$ cat src/rtl/alu_uart_ctrl_if.sv
// -----------------------------------------------------------------------------
// alu_uart_ctrl_if
//   Bundles the byte handshakes between the UART, the ALU and the sequencer
//   (alu_uart_ctrl). The i_/o_ prefixes are given from the sequencer's point of
//   view.
//
//   Modports:
//     slave  : the sequencer. It consumes the UART ticks, the received byte and
//              the ALU result, and drives operands, opcode, tx request and
//              status pulses.
//     master : the surrounding environment (UART, ALU or testbench). It drives
//              the i_* signals and observes the o_* signals.
//
//   Parameters:
//     NB_DATA : data, operand and result width in bits
//     NB_OP   : opcode width in bits
// -----------------------------------------------------------------------------
interface alu_uart_ctrl_if #(
  parameter int NB_DATA = 8,
  parameter int NB_OP   = 6
);

  logic               i_rx_done_tick;
  logic [NB_DATA-1:0] i_rx_data;
  logic               i_tx_done_tick;
  logic [NB_DATA-1:0] i_alu_result;

  logic [NB_DATA-1:0] o_data_a;
  logic [NB_DATA-1:0] o_data_b;
  logic [NB_OP-1:0]   o_op;
  logic               o_tx_start;
  logic [NB_DATA-1:0] o_tx_data;
  logic               o_busy;
  logic               o_rx_drop;
  logic               o_timeout;

  modport master (
    output i_rx_done_tick,
    output i_rx_data,
    output i_tx_done_tick,
    output i_alu_result,
    input  o_data_a,
    input  o_data_b,
    input  o_op,
    input  o_tx_start,
    input  o_tx_data,
    input  o_busy,
    input  o_rx_drop,
    input  o_timeout
  );

  modport slave (
    input  i_rx_done_tick,
    input  i_rx_data,
    input  i_tx_done_tick,
    input  i_alu_result,
    output o_data_a,
    output o_data_b,
    output o_op,
    output o_tx_start,
    output o_tx_data,
    output o_busy,
    output o_rx_drop,
    output o_timeout
  );

endinterface

$ cat src/rtl/alu_uart_ctrl.sv
// -----------------------------------------------------------------------------
// alu_uart_ctrl
//   Sequencer between the UART byte handshakes and the combinational ALU.
//   It receives three bytes in order (operand A, operand B, opcode), presents
//   them to the ALU, captures the ALU result one cycle later and requests its
//   transmission. One transaction is in flight at a time.
//
//   Ports:
//     i_clk   : system clock, all logic on the rising edge
//     i_reset : synchronous, active-high reset
//     bus     : alu_uart_ctrl_if.slave
//               in : i_rx_done_tick, i_rx_data, i_tx_done_tick, i_alu_result
//               out: o_data_a, o_data_b, o_op, o_tx_start, o_tx_data,
//                    o_busy, o_rx_drop, o_timeout
//
//   Parameters:
//     NB_DATA        : data width (must match the interface)
//     NB_OP          : opcode width, taken from the low bits of the opcode byte
//     TIMEOUT_CYCLES : clocks allowed between bytes of one transaction;
//                      present only when ALU_UART_TIMEOUT_EN is defined
//
//   Build option:
//     ALU_UART_TIMEOUT_EN : when defined, an inter-byte watchdog runs in
//       WAIT_B/WAIT_OP and aborts a stalled transaction with an o_timeout
//       pulse. When undefined no counter is built and o_timeout is tied low.
//
//   All outputs come straight from flops; there is no combinational path from
//   any input to any output.
// -----------------------------------------------------------------------------
module alu_uart_ctrl #(
  parameter int NB_DATA = 8,
  parameter int NB_OP   = 6
`ifdef ALU_UART_TIMEOUT_EN
  ,
  parameter int TIMEOUT_CYCLES = 50000000
`endif
) (
  input  logic           i_clk,
  input  logic           i_reset,
  alu_uart_ctrl_if.slave bus
);

  typedef enum logic [2:0] {
    WAIT_A  = 3'd0,
    WAIT_B  = 3'd1,
    WAIT_OP = 3'd2,
    CAPTURE = 3'd3,
    SEND    = 3'd4,
    WAIT_TX = 3'd5
  } state_t;

  state_t state, state_next;

  // Registered outputs
  logic [NB_DATA-1:0] data_a_q;
  logic [NB_DATA-1:0] data_b_q;
  logic [NB_OP-1:0]   op_q;
  logic [NB_DATA-1:0] tx_data_q;
  logic               tx_start_q;
  logic               busy_q;
  logic               rx_drop_q;

  // Decisions made by the next-state logic for the datapath register
  logic load_a;
  logic load_b;
  logic load_op;
  logic load_res;
  logic rx_drop;

  // High in the last allowed idle cycle of WAIT_B/WAIT_OP
  logic tmo_hit;

  // ---------------------------------------------------------------------------
  // Next-state and datapath-control logic
  // ---------------------------------------------------------------------------
  always_comb begin
    // NOTE: every output of this block gets a default first so that no path
    // leaves a signal unassigned, which would infer a latch.
    state_next = state;
    load_a     = 1'b0;
    load_b     = 1'b0;
    load_op    = 1'b0;
    load_res   = 1'b0;
    rx_drop    = 1'b0;

    unique case (state)
      WAIT_A: begin
        if (bus.i_rx_done_tick) begin
          load_a     = 1'b1;
          state_next = WAIT_B;
        end
      end

      // A byte arriving in the watchdog's last cycle wins over the timeout.
      WAIT_B: begin
        if (bus.i_rx_done_tick) begin
          load_b     = 1'b1;
          state_next = WAIT_OP;
        end else if (tmo_hit) begin
          state_next = WAIT_A;
        end
      end

      WAIT_OP: begin
        if (bus.i_rx_done_tick) begin
          load_op    = 1'b1;
          state_next = CAPTURE;
        end else if (tmo_hit) begin
          state_next = WAIT_A;
        end
      end

      // The ALU has had one full cycle on the registered operands by now.
      CAPTURE: begin
        load_res   = 1'b1;
        rx_drop    = bus.i_rx_done_tick;
        state_next = SEND;
      end

      SEND: begin
        rx_drop    = bus.i_rx_done_tick;
        state_next = WAIT_TX;
      end

      // A byte coinciding with the tx-done tick still belongs to the old
      // transaction and is dropped; the next cycle is already WAIT_A.
      WAIT_TX: begin
        rx_drop = bus.i_rx_done_tick;
        if (bus.i_tx_done_tick) begin
          state_next = WAIT_A;
        end
      end

      default: state_next = WAIT_A;
    endcase
  end

  // ---------------------------------------------------------------------------
  // State and output registers
  // ---------------------------------------------------------------------------
  // NOTE: sequential state uses non-blocking assignments so every flop samples
  // the pre-edge values regardless of statement order.
  always_ff @(posedge i_clk) begin
    if (i_reset) begin
      state      <= WAIT_A;
      data_a_q   <= '0;
      data_b_q   <= '0;
      op_q       <= '0;
      tx_data_q  <= '0;
      tx_start_q <= 1'b0;
      busy_q     <= 1'b0;
      rx_drop_q  <= 1'b0;
    end else begin
      state <= state_next;

      if (load_a)   data_a_q  <= bus.i_rx_data;
      if (load_b)   data_b_q  <= bus.i_rx_data;
      if (load_op)  op_q      <= bus.i_rx_data[NB_OP-1:0];
      if (load_res) tx_data_q <= bus.i_alu_result;

      // Flags are derived from the state being entered so that they line up
      // with the state itself while remaining registered.
      tx_start_q <= (state_next == SEND);
      busy_q     <= (state_next != WAIT_A);
      rx_drop_q  <= rx_drop;
    end
  end

  assign bus.o_data_a   = data_a_q;
  assign bus.o_data_b   = data_b_q;
  assign bus.o_op       = op_q;
  assign bus.o_tx_data  = tx_data_q;
  assign bus.o_tx_start = tx_start_q;
  assign bus.o_busy     = busy_q;
  assign bus.o_rx_drop  = rx_drop_q;

`ifdef ALU_UART_TIMEOUT_EN
  // ---------------------------------------------------------------------------
  // Inter-byte watchdog
  //   Counts idle cycles in WAIT_B/WAIT_OP. It is zero on entry to WAIT_B
  //   (cleared by the accepted operand A) and is cleared again by operand B,
  //   so each gap gets the full TIMEOUT_CYCLES budget. The abort edge is the
  //   one that sees the count at TIMEOUT_CYCLES-1 with no byte present.
  // ---------------------------------------------------------------------------
  localparam int CNT_W = (TIMEOUT_CYCLES > 2) ? $clog2(TIMEOUT_CYCLES) : 1;

  logic [CNT_W-1:0] tmo_cnt;
  logic             timeout_q;
  logic             in_gap;

  assign in_gap  = (state == WAIT_B) || (state == WAIT_OP);
  assign tmo_hit = in_gap && (tmo_cnt == CNT_W'(TIMEOUT_CYCLES - 1));

  always_ff @(posedge i_clk) begin
    if (i_reset) begin
      tmo_cnt   <= '0;
      timeout_q <= 1'b0;
    end else begin
      timeout_q <= tmo_hit && !bus.i_rx_done_tick;
      if (in_gap && !bus.i_rx_done_tick && !tmo_hit) begin
        tmo_cnt <= tmo_cnt + CNT_W'(1);
      end else begin
        tmo_cnt <= '0;
      end
    end
  end

  assign bus.o_timeout = timeout_q;
`else
  assign tmo_hit       = 1'b0;
  assign bus.o_timeout = 1'b0;
`endif

endmodule
$ cat src/flat_wrapper.sv
// flat-port wrapper written by rule: the top's interface ports become plain ports
module alu_uart_ctrl_flat 
#(
  parameter int NB_DATA = 8,
  parameter int NB_OP   = 6

)
  (i_clk, i_reset, bus_i_rx_done_tick, bus_i_rx_data, bus_i_tx_done_tick, bus_i_alu_result, bus_o_data_a, bus_o_data_b, bus_o_op, bus_o_tx_start, bus_o_tx_data, bus_o_busy, bus_o_rx_drop, bus_o_timeout);
  alu_uart_ctrl_if #(.NB_DATA(NB_DATA), .NB_OP(NB_OP)) bus_i ();
  input  logic i_clk;
  input  logic i_reset;
  input wire logic [$bits(bus_i.i_rx_done_tick)-1:0] bus_i_rx_done_tick;
  input wire logic [$bits(bus_i.i_rx_data)-1:0] bus_i_rx_data;
  input wire logic [$bits(bus_i.i_tx_done_tick)-1:0] bus_i_tx_done_tick;
  input wire logic [$bits(bus_i.i_alu_result)-1:0] bus_i_alu_result;
  output wire logic [$bits(bus_i.o_data_a)-1:0] bus_o_data_a;
  output wire logic [$bits(bus_i.o_data_b)-1:0] bus_o_data_b;
  output wire logic [$bits(bus_i.o_op)-1:0] bus_o_op;
  output wire logic [$bits(bus_i.o_tx_start)-1:0] bus_o_tx_start;
  output wire logic [$bits(bus_i.o_tx_data)-1:0] bus_o_tx_data;
  output wire logic [$bits(bus_i.o_busy)-1:0] bus_o_busy;
  output wire logic [$bits(bus_i.o_rx_drop)-1:0] bus_o_rx_drop;
  output wire logic [$bits(bus_i.o_timeout)-1:0] bus_o_timeout;
  assign bus_i.i_rx_done_tick = bus_i_rx_done_tick;
  assign bus_i.i_rx_data = bus_i_rx_data;
  assign bus_i.i_tx_done_tick = bus_i_tx_done_tick;
  assign bus_i.i_alu_result = bus_i_alu_result;
  assign bus_o_data_a = bus_i.o_data_a;
  assign bus_o_data_b = bus_i.o_data_b;
  assign bus_o_op = bus_i.o_op;
  assign bus_o_tx_start = bus_i.o_tx_start;
  assign bus_o_tx_data = bus_i.o_tx_data;
  assign bus_o_busy = bus_i.o_busy;
  assign bus_o_rx_drop = bus_i.o_rx_drop;
  assign bus_o_timeout = bus_i.o_timeout;
  alu_uart_ctrl #(.NB_DATA(NB_DATA), .NB_OP(NB_OP)) u_core (.i_clk(i_clk), .i_reset(i_reset), .bus(bus_i));
endmodule
$ cat config.mk
export PLATFORM = sky130hd
export DESIGN_NAME = alu_uart_ctrl_flat
export DESIGN_NICKNAME = d
export VERILOG_FILES = /design/src/rtl/alu_uart_ctrl_if.sv /design/src/rtl/alu_uart_ctrl.sv /design/src/flat_wrapper.sv
export SDC_FILE = /design/constraint.sdc
export NUM_CORES = 1
export LEC_CHECK = 0
export CAP_MARGIN = 20
export CORE_MARGIN = 5
export CORE_UTILIZATION = 46
export DETAILED_ROUTE_END_ITERATION = 12
export PLACE_DENSITY = 0.88
export SLEW_MARGIN = 20
export SYNTH_ARGS = -nofsm -noshare
export SYNTH_HDL_FRONTEND = slang
export SYNTH_SLANG_ARGS = --single-unit
$ cat constraint.sdc
create_clock -name i_clk -period 2.55 [get_ports i_clk]
set_input_delay 0.51 -clock i_clk [delete_from_list [all_inputs] [get_ports i_clk]]
set_output_delay 0.51 -clock i_clk [all_outputs]
set_load 0.01 [all_outputs]
==> results of run 1 <==
[registers in the layout (all words and copies together) (netlist names)]
register               count
u_core.bus.o_rx_drop       1
u_core.bus.o_data_b        8
u_core.state               3
u_core.bus.o_tx_data       8
u_core.bus.o_data_a        8
u_core.bus.o_tx_start      1
u_core.bus.o_op            6
u_core.bus.o_busy          1
[stage by stage]
stage / total power [W] / worst slack, ns / utilization
after floorplan: 0.000699 / 1.23 / -
after global placement: 0.000773 / 0.579 / 0.635
after detailed placement: 0.000779 / 0.517 / 0.635
after CTS: 0.00111 / 0.729 / 0.657
after global routing: 0.00115 / 0.696 / 0.657
final: 0.00110 / 0.755 / 0.657
[cell usage in the layout, fill, tap and decap left out, types with 2 or more instances in the layout]
master / instances
clkbuf_4: 5
clkdlybuf4s50_1: 52
nand2_1: 17
inv_1: 3
nand2b_1: 2
a21oi_1: 8
and4bb_2: 2
nor3b_1: 3
nor2_1: 24
mux2i_1: 22
nand3b_1: 2
dfxtp_1: 36
[worst min path at each step]
stage                             endpoint                   start  slack (ns)  cells past startpoint
floorplan           u_core.bus.o_data_a[0]  u_core.bus.o_data_a[0]        0.48                      2
global placement    u_core.bus.o_data_a[0]  u_core.bus.o_data_a[0]        0.45                      2
detailed placement  u_core.bus.o_data_a[7]  u_core.bus.o_data_a[7]        0.45                      2
CTS                 u_core.bus.o_data_a[7]  u_core.bus.o_data_a[7]        0.47                      2
global route        u_core.bus.o_data_a[7]  u_core.bus.o_data_a[7]        0.48                      2
finish              u_core.bus.o_data_a[7]  u_core.bus.o_data_a[7]        0.47                      2
[report_power, final]
group	switching, W	internal [W]
Combinational	0.0000687	0.0000923
Clock	0.000198	0.000136
Sequential	0.0000190	0.000586
Total	0.000285	0.000815
[metal layers]
layer  wire length (µm)  vias to the layer above  track usage  part of all wire
met4                 98                        0       0.0933             0.030
met1               1310                      548        0.180              0.41
li1                   -                      559            -                 -
met3                157                       10       0.0513             0.049
met2               1650                       31        0.278              0.51
met5                  0                        -            0                 0
[cells by family after synthesis]
| family | share of synthesized area |
|---|---|
| muxes | 0.157 |
| other | 0.00268 |
| and+or+nand+nor | 0.204 |
| DFF | 0.514 |
| AOI/OAI and AO/OA | 0.0572 |
| buffers and inverters | 0.0652 |
[cell type report]
cell class	instances	area, µm²	share of cell area
well taps	33	41.3	0.0211
inverters	3	11.3	0.00576
repair buffers	53	528	0.270
multi-input cells	90	589	0.301
flip-flops and latches	36	721	0.369
clock inverters	2	13.8	0.00704
clock buffers	6	51.3	0.0262
==> results.toml, run 1 <==
[route]
wl_um = 3220
vias = 1148
ant_nets = 0
drc = 0
drtIter0Drc = 57
first_pass_iters = 5
wl_per_cell_um = 14.5
viasPerCell = 5.15

[logic_synthesis]
ys_types = 25
synth_nets = 161
synth_cells = 141
ys_warn_count = 0
ys_async_sr_fraction = 0
yosys-top-cells-area = "dfxtp_1 (51%), mux2i_1 (16%), nor2_1 (6.4%), nand2_1 (4.6%), a21oi_1 (2.9%)"
ys_top_cells_by_count = "dfxtp_1 (36), nor2_1 (24), mux2i_1 (22)"
ys.flop_type = "dfxtp_1"
synth_top_area_share = 0.514
syn-cell-area_mm2 = 0.00140
ys_seq_elements = 36
ys_seq_area_frac = 0.514
synth_top_area_cell = "dfxtp_1"
yosysMostFrequentCell = "dfxtp_1"
synth_enable_flop_cells = 0
syn_avg_cell_area_um2 = 9.94

[cts]
cts.sink_count = 36
postCtsResizedCells = 0
cts_buffer_depth = 2
numCtsBuffers = 5
cts_tree = "done"
postCtsSetupRepairBufs = 0
clkTransAtPathRegs_ns = 0.11
h-tree-depth = 2
root_buffer = "clkbuf_4"
hold_buffers = 0
clk_latency_ns = 0.35

[status]
status = "finished clean"

[setup_path]
crit_buf_inv = 1
critPathCapture = "bus_o_tx_data[5]"
reg2reg_depth = 3
startpoint = "u_core.bus.o_tx_data[5]"
crit_path_start_kind = "register"
r2r_start = "u_core.state[1]"
crit_fanout = 2
critPathRequiredTime_ns = 2.04
r2r_slack_ns = 0.96
cp_cell_sequence = "clkdlybuf4s50_1"
max_stage_delay_ns = 0.57
crit_path_end_kind = "primary output"
crit_cells = 1
crit_slowest_cell = "clkdlybuf4s50_1"
arrival_ns = 1.28
cp_top_family = "buffers and inverters"
r2r-end = "u_core.bus.o_busy"
critical_path_class = "reg -> out"

[floorplan]
die_x_um = 65.2
start_util = 0.471
die_h_um = 65.2
core_area_mm2 = 0.00298
dieArea_mm2 = 0.00425
ioPinCount = 54
num_rows = 20

[timing]
whs_ns = 0.466
fin_tns_setup_ns = 0
setup_viol_count_final = 0
period_share = 0.704
clock_skew_ns = 0.0137
timing.slew.headroom = 0.608
rsz0062_at_grt = "false"
period_minus_slack_ns = 1.79
fmax_mhz = 557
hold_viol = 0
drv_slew = 0
worst_slew_pin_slew_ns = 0.587

[global_routing]
grt_max_degree = 24
antenna_found_initial = 0
track_usage = 0.164
grt_pass1_wl_um = 5250
grt-ovfl-total = 0
first_global_vias = 1128

[place]
port_buffers = 52
routabilityCongestion = 0.778
dp_cells = 215
dpl_cell_area_mm2 = 0.00189
hpwlAfterDp_um = 2450

[cells_and_area]
nets = 209
diodes = 0
area_growth_pct = 39.6
fillers = 243
fin_area_mm2 = 0.00196
final_layout_size_suffix_gt1_frac = 0.0737
stdcell_count = 223

[flow_run]
drv_cap = 0

[pwr]
peakVddDrop_v = 0.000427
power.density_mw_per_mm2 = 562
leakagePower_nw = 0.789

[min_path]
hp-class = "reg -> reg"
Note: power is estimated with default switching activity, not from simulation.
==> run 2, diff against run 1 <==
Settings changed: CORE_UTILIZATION 46 to 38, PLACE_DENSITY 0.88 to 0.79.
Clock period 2.55 ns to 1.55 ns, I/O delays scaled along.
==> run 2 against run 1 <==
Final area grew 6.5%. Worst hold slack got worse by 0.0088 ns. First-iteration DRC count up 8.8%. Worst setup slack got worse by 0.69 ns. Clock power up 100%. Wire length shrank 4.1%. Critical endpoint is now bus_o_data_b[1]. Largest cell class unchanged.
==> results.toml, run 2 (same netlist as run 1, synthesis figures left out) <==
[setup_path]
crit_cells = 1
crit_path_start_kind = "register"
critical_path_class = "reg -> out"
r2r_start = "u_core.state[2]"
critPathRequiredTime_ns = 1.24
crit_path_end_kind = "primary output"
reg2reg_depth = 3
max_stage_delay_ns = 0.54
arrival_ns = 1.18
cp_top_family = "buffers and inverters"
crit_fanout = 2
crit_buf_inv = 1
r2r-end = "u_core.bus.o_data_a[7]"
crit_slowest_cell = "clkdlybuf4s50_1"
r2r_slack_ns = 0.18
cp_cell_sequence = "clkdlybuf4s50_1"

[route]
drtIter0Drc = 62
drc = 0
viasPerCell = 4.53
first_pass_iters = 3
wl_per_cell_um = 12.5
wl_um = 3090
vias = 1120
ant_nets = 0

[timing]
rsz0062_at_grt = "false"
fmax_mhz = 673
period_share = 0.959
clock_skew_ns = 0.00594
setup_slack_ns = 0.0643
hold_viol = 0
setup_viol_count_final = 0
period_minus_slack_ns = 1.49
drv_slew = 0

[cts]
clkTransAtPathRegs_ns = 0.07
root_buffer = "clkbuf_8"
postCtsSetupRepairBufs = 0
h-tree-depth = 2
cts_tree = "done"
numCtsBuffers = 5
postCtsResizedCells = 0
cts_buffer_depth = 2
hold_buffers = 0
cts.sink_count = 36
clk_latency_ns = 0.29

[cells_and_area]
stdcell_count = 247
layout_commonest_cell = "clkdlybuf4s50_1"
diodes = 0
fillers = 316
nets = 218
final_cell_mix = "clkdlybuf4s50_1 (52), dfxtp_1 (36), nor2_1 (24)"
area_growth_pct = 48.7
final_layout_size_suffix_gt1_frac = 0.111

[floorplan]
num_rows = 22
dieArea_mm2 = 0.00500
core_area_mm2 = 0.00361
ioPinCount = 54
die_h_um = 70.7
die_x_um = 70.7
start_util = 0.389

[pwr]
leakagePower_nw = 0.842
peakVddDrop_v = 0.000656
power.density_mw_per_mm2 = 945
finalPower_w = 0.00197

[flow_run]
drv_cap = 0

[place]
hpwlAfterDp_um = 2310
routabilityCongestion = 0.767
dp_slack_ns = -0.232
dp_cells = 239
port_buffers = 52

[global_routing]
antenna_found_initial = 0
track_usage = 0.127
first_global_vias = 1084
grt_max_degree = 16
grt_pass1_wl_um = 4980
grt-ovfl-total = 0

[status]
status = "finished clean"

[min_path]
hp-start = "u_core.bus.o_data_a[0]"
hp-class = "reg -> reg"
worstHoldEndpoint = "u_core.bus.o_data_a[0]"
whs_path_depth = 2
[run 2: changes by cell type in the layout (fill, tap and decap cells not counted), sizes merged]
cell	change
clkinvlp	+1
clkbuf	+1
buf	+9
clkinv	-1
inv	-1
[run 2: worst min-delay path, cell delays in order (launching register included)]
cell and delay, ns:
dfxtp_1 0.31, nand2_1 0.05, a21oi_1 0.05
[run 2: through the flow]
stage | instance area [µm²] | TNS [ns] | hold WS [ns] | util
after floorplan | 1400 | 0 | 0.446 | -
after global placement | 1990 | -2.89 | 0.442 | 0.552
after detailed placement | 1990 | -3.25 | 0.450 | 0.552
after CTS | 2080 | 0 | 0.459 | 0.578
after global routing | 2080 | 0 | 0.480 | 0.578
final | 2080 | 0 | 0.457 | 0.578
[run 2: metal layers]
layer / vias to the layer above / track usage / wire (µm)
li1: 581 / - / -
met1: 503 / 0.149 / 1410
met2: 29 / 0.202 / 1430
met3: 7 / 0.0355 / 172
met4: 0 / 0.0814 / 85
met5: - / 0 / 0
[run 2: report_power, final]
part           internal, W  switching (W)  leakage (nW)
clock             0.000361       0.000323        0.0445
sequential        0.000964      0.0000233         0.293
combinational     0.000173       0.000122         0.505
total              0.00150       0.000469         0.842
[run 2: worst max path at each step]
stage / end / slack [ns] / from
3_5_place_dp: u_core.bus.o_data_a[7] / -0.23 / bus_i_rx_done_tick
3_3_place_gp: u_core.bus.o_data_a[0] / -0.21 / bus_i_rx_done_tick
6_report: bus_o_data_b[1] / 0.06 / u_core.bus.o_data_b[1]
4_1_cts: bus_o_data_b[6] / 0.05 / u_core.bus.o_data_b[6]
2_1_floorplan: u_core.bus.o_data_b[0] / 0.35 / u_core.state[1]
5_1_grt: bus_o_data_a[2] / 0.01 / u_core.bus.o_data_a[2]
[run 2: layout make-up]
| type | instances | area [µm²] | share of cell area |
|---|---|---|---|
| Multi-Input combinational cell | 90 | 589 | 0.283 |
| Sequential cell | 36 | 721 | 0.346 |
| Inverter | 3 | 11.3 | 0.00541 |
| Tap cell | 48 | 60.1 | 0.0288 |
| Clock inverter | 1 | 7.51 | 0.00360 |
| Timing Repair Buffer | 62 | 608 | 0.292 |
| Clock buffer | 7 | 86.3 | 0.0414 |
==> run 3, diff against run 2 <==
Settings changed: GPL_TIMING_DRIVEN from default to 1.
==> results of run 3 <==
No change in the layout: final DEF, timing and power equal those of run 2.
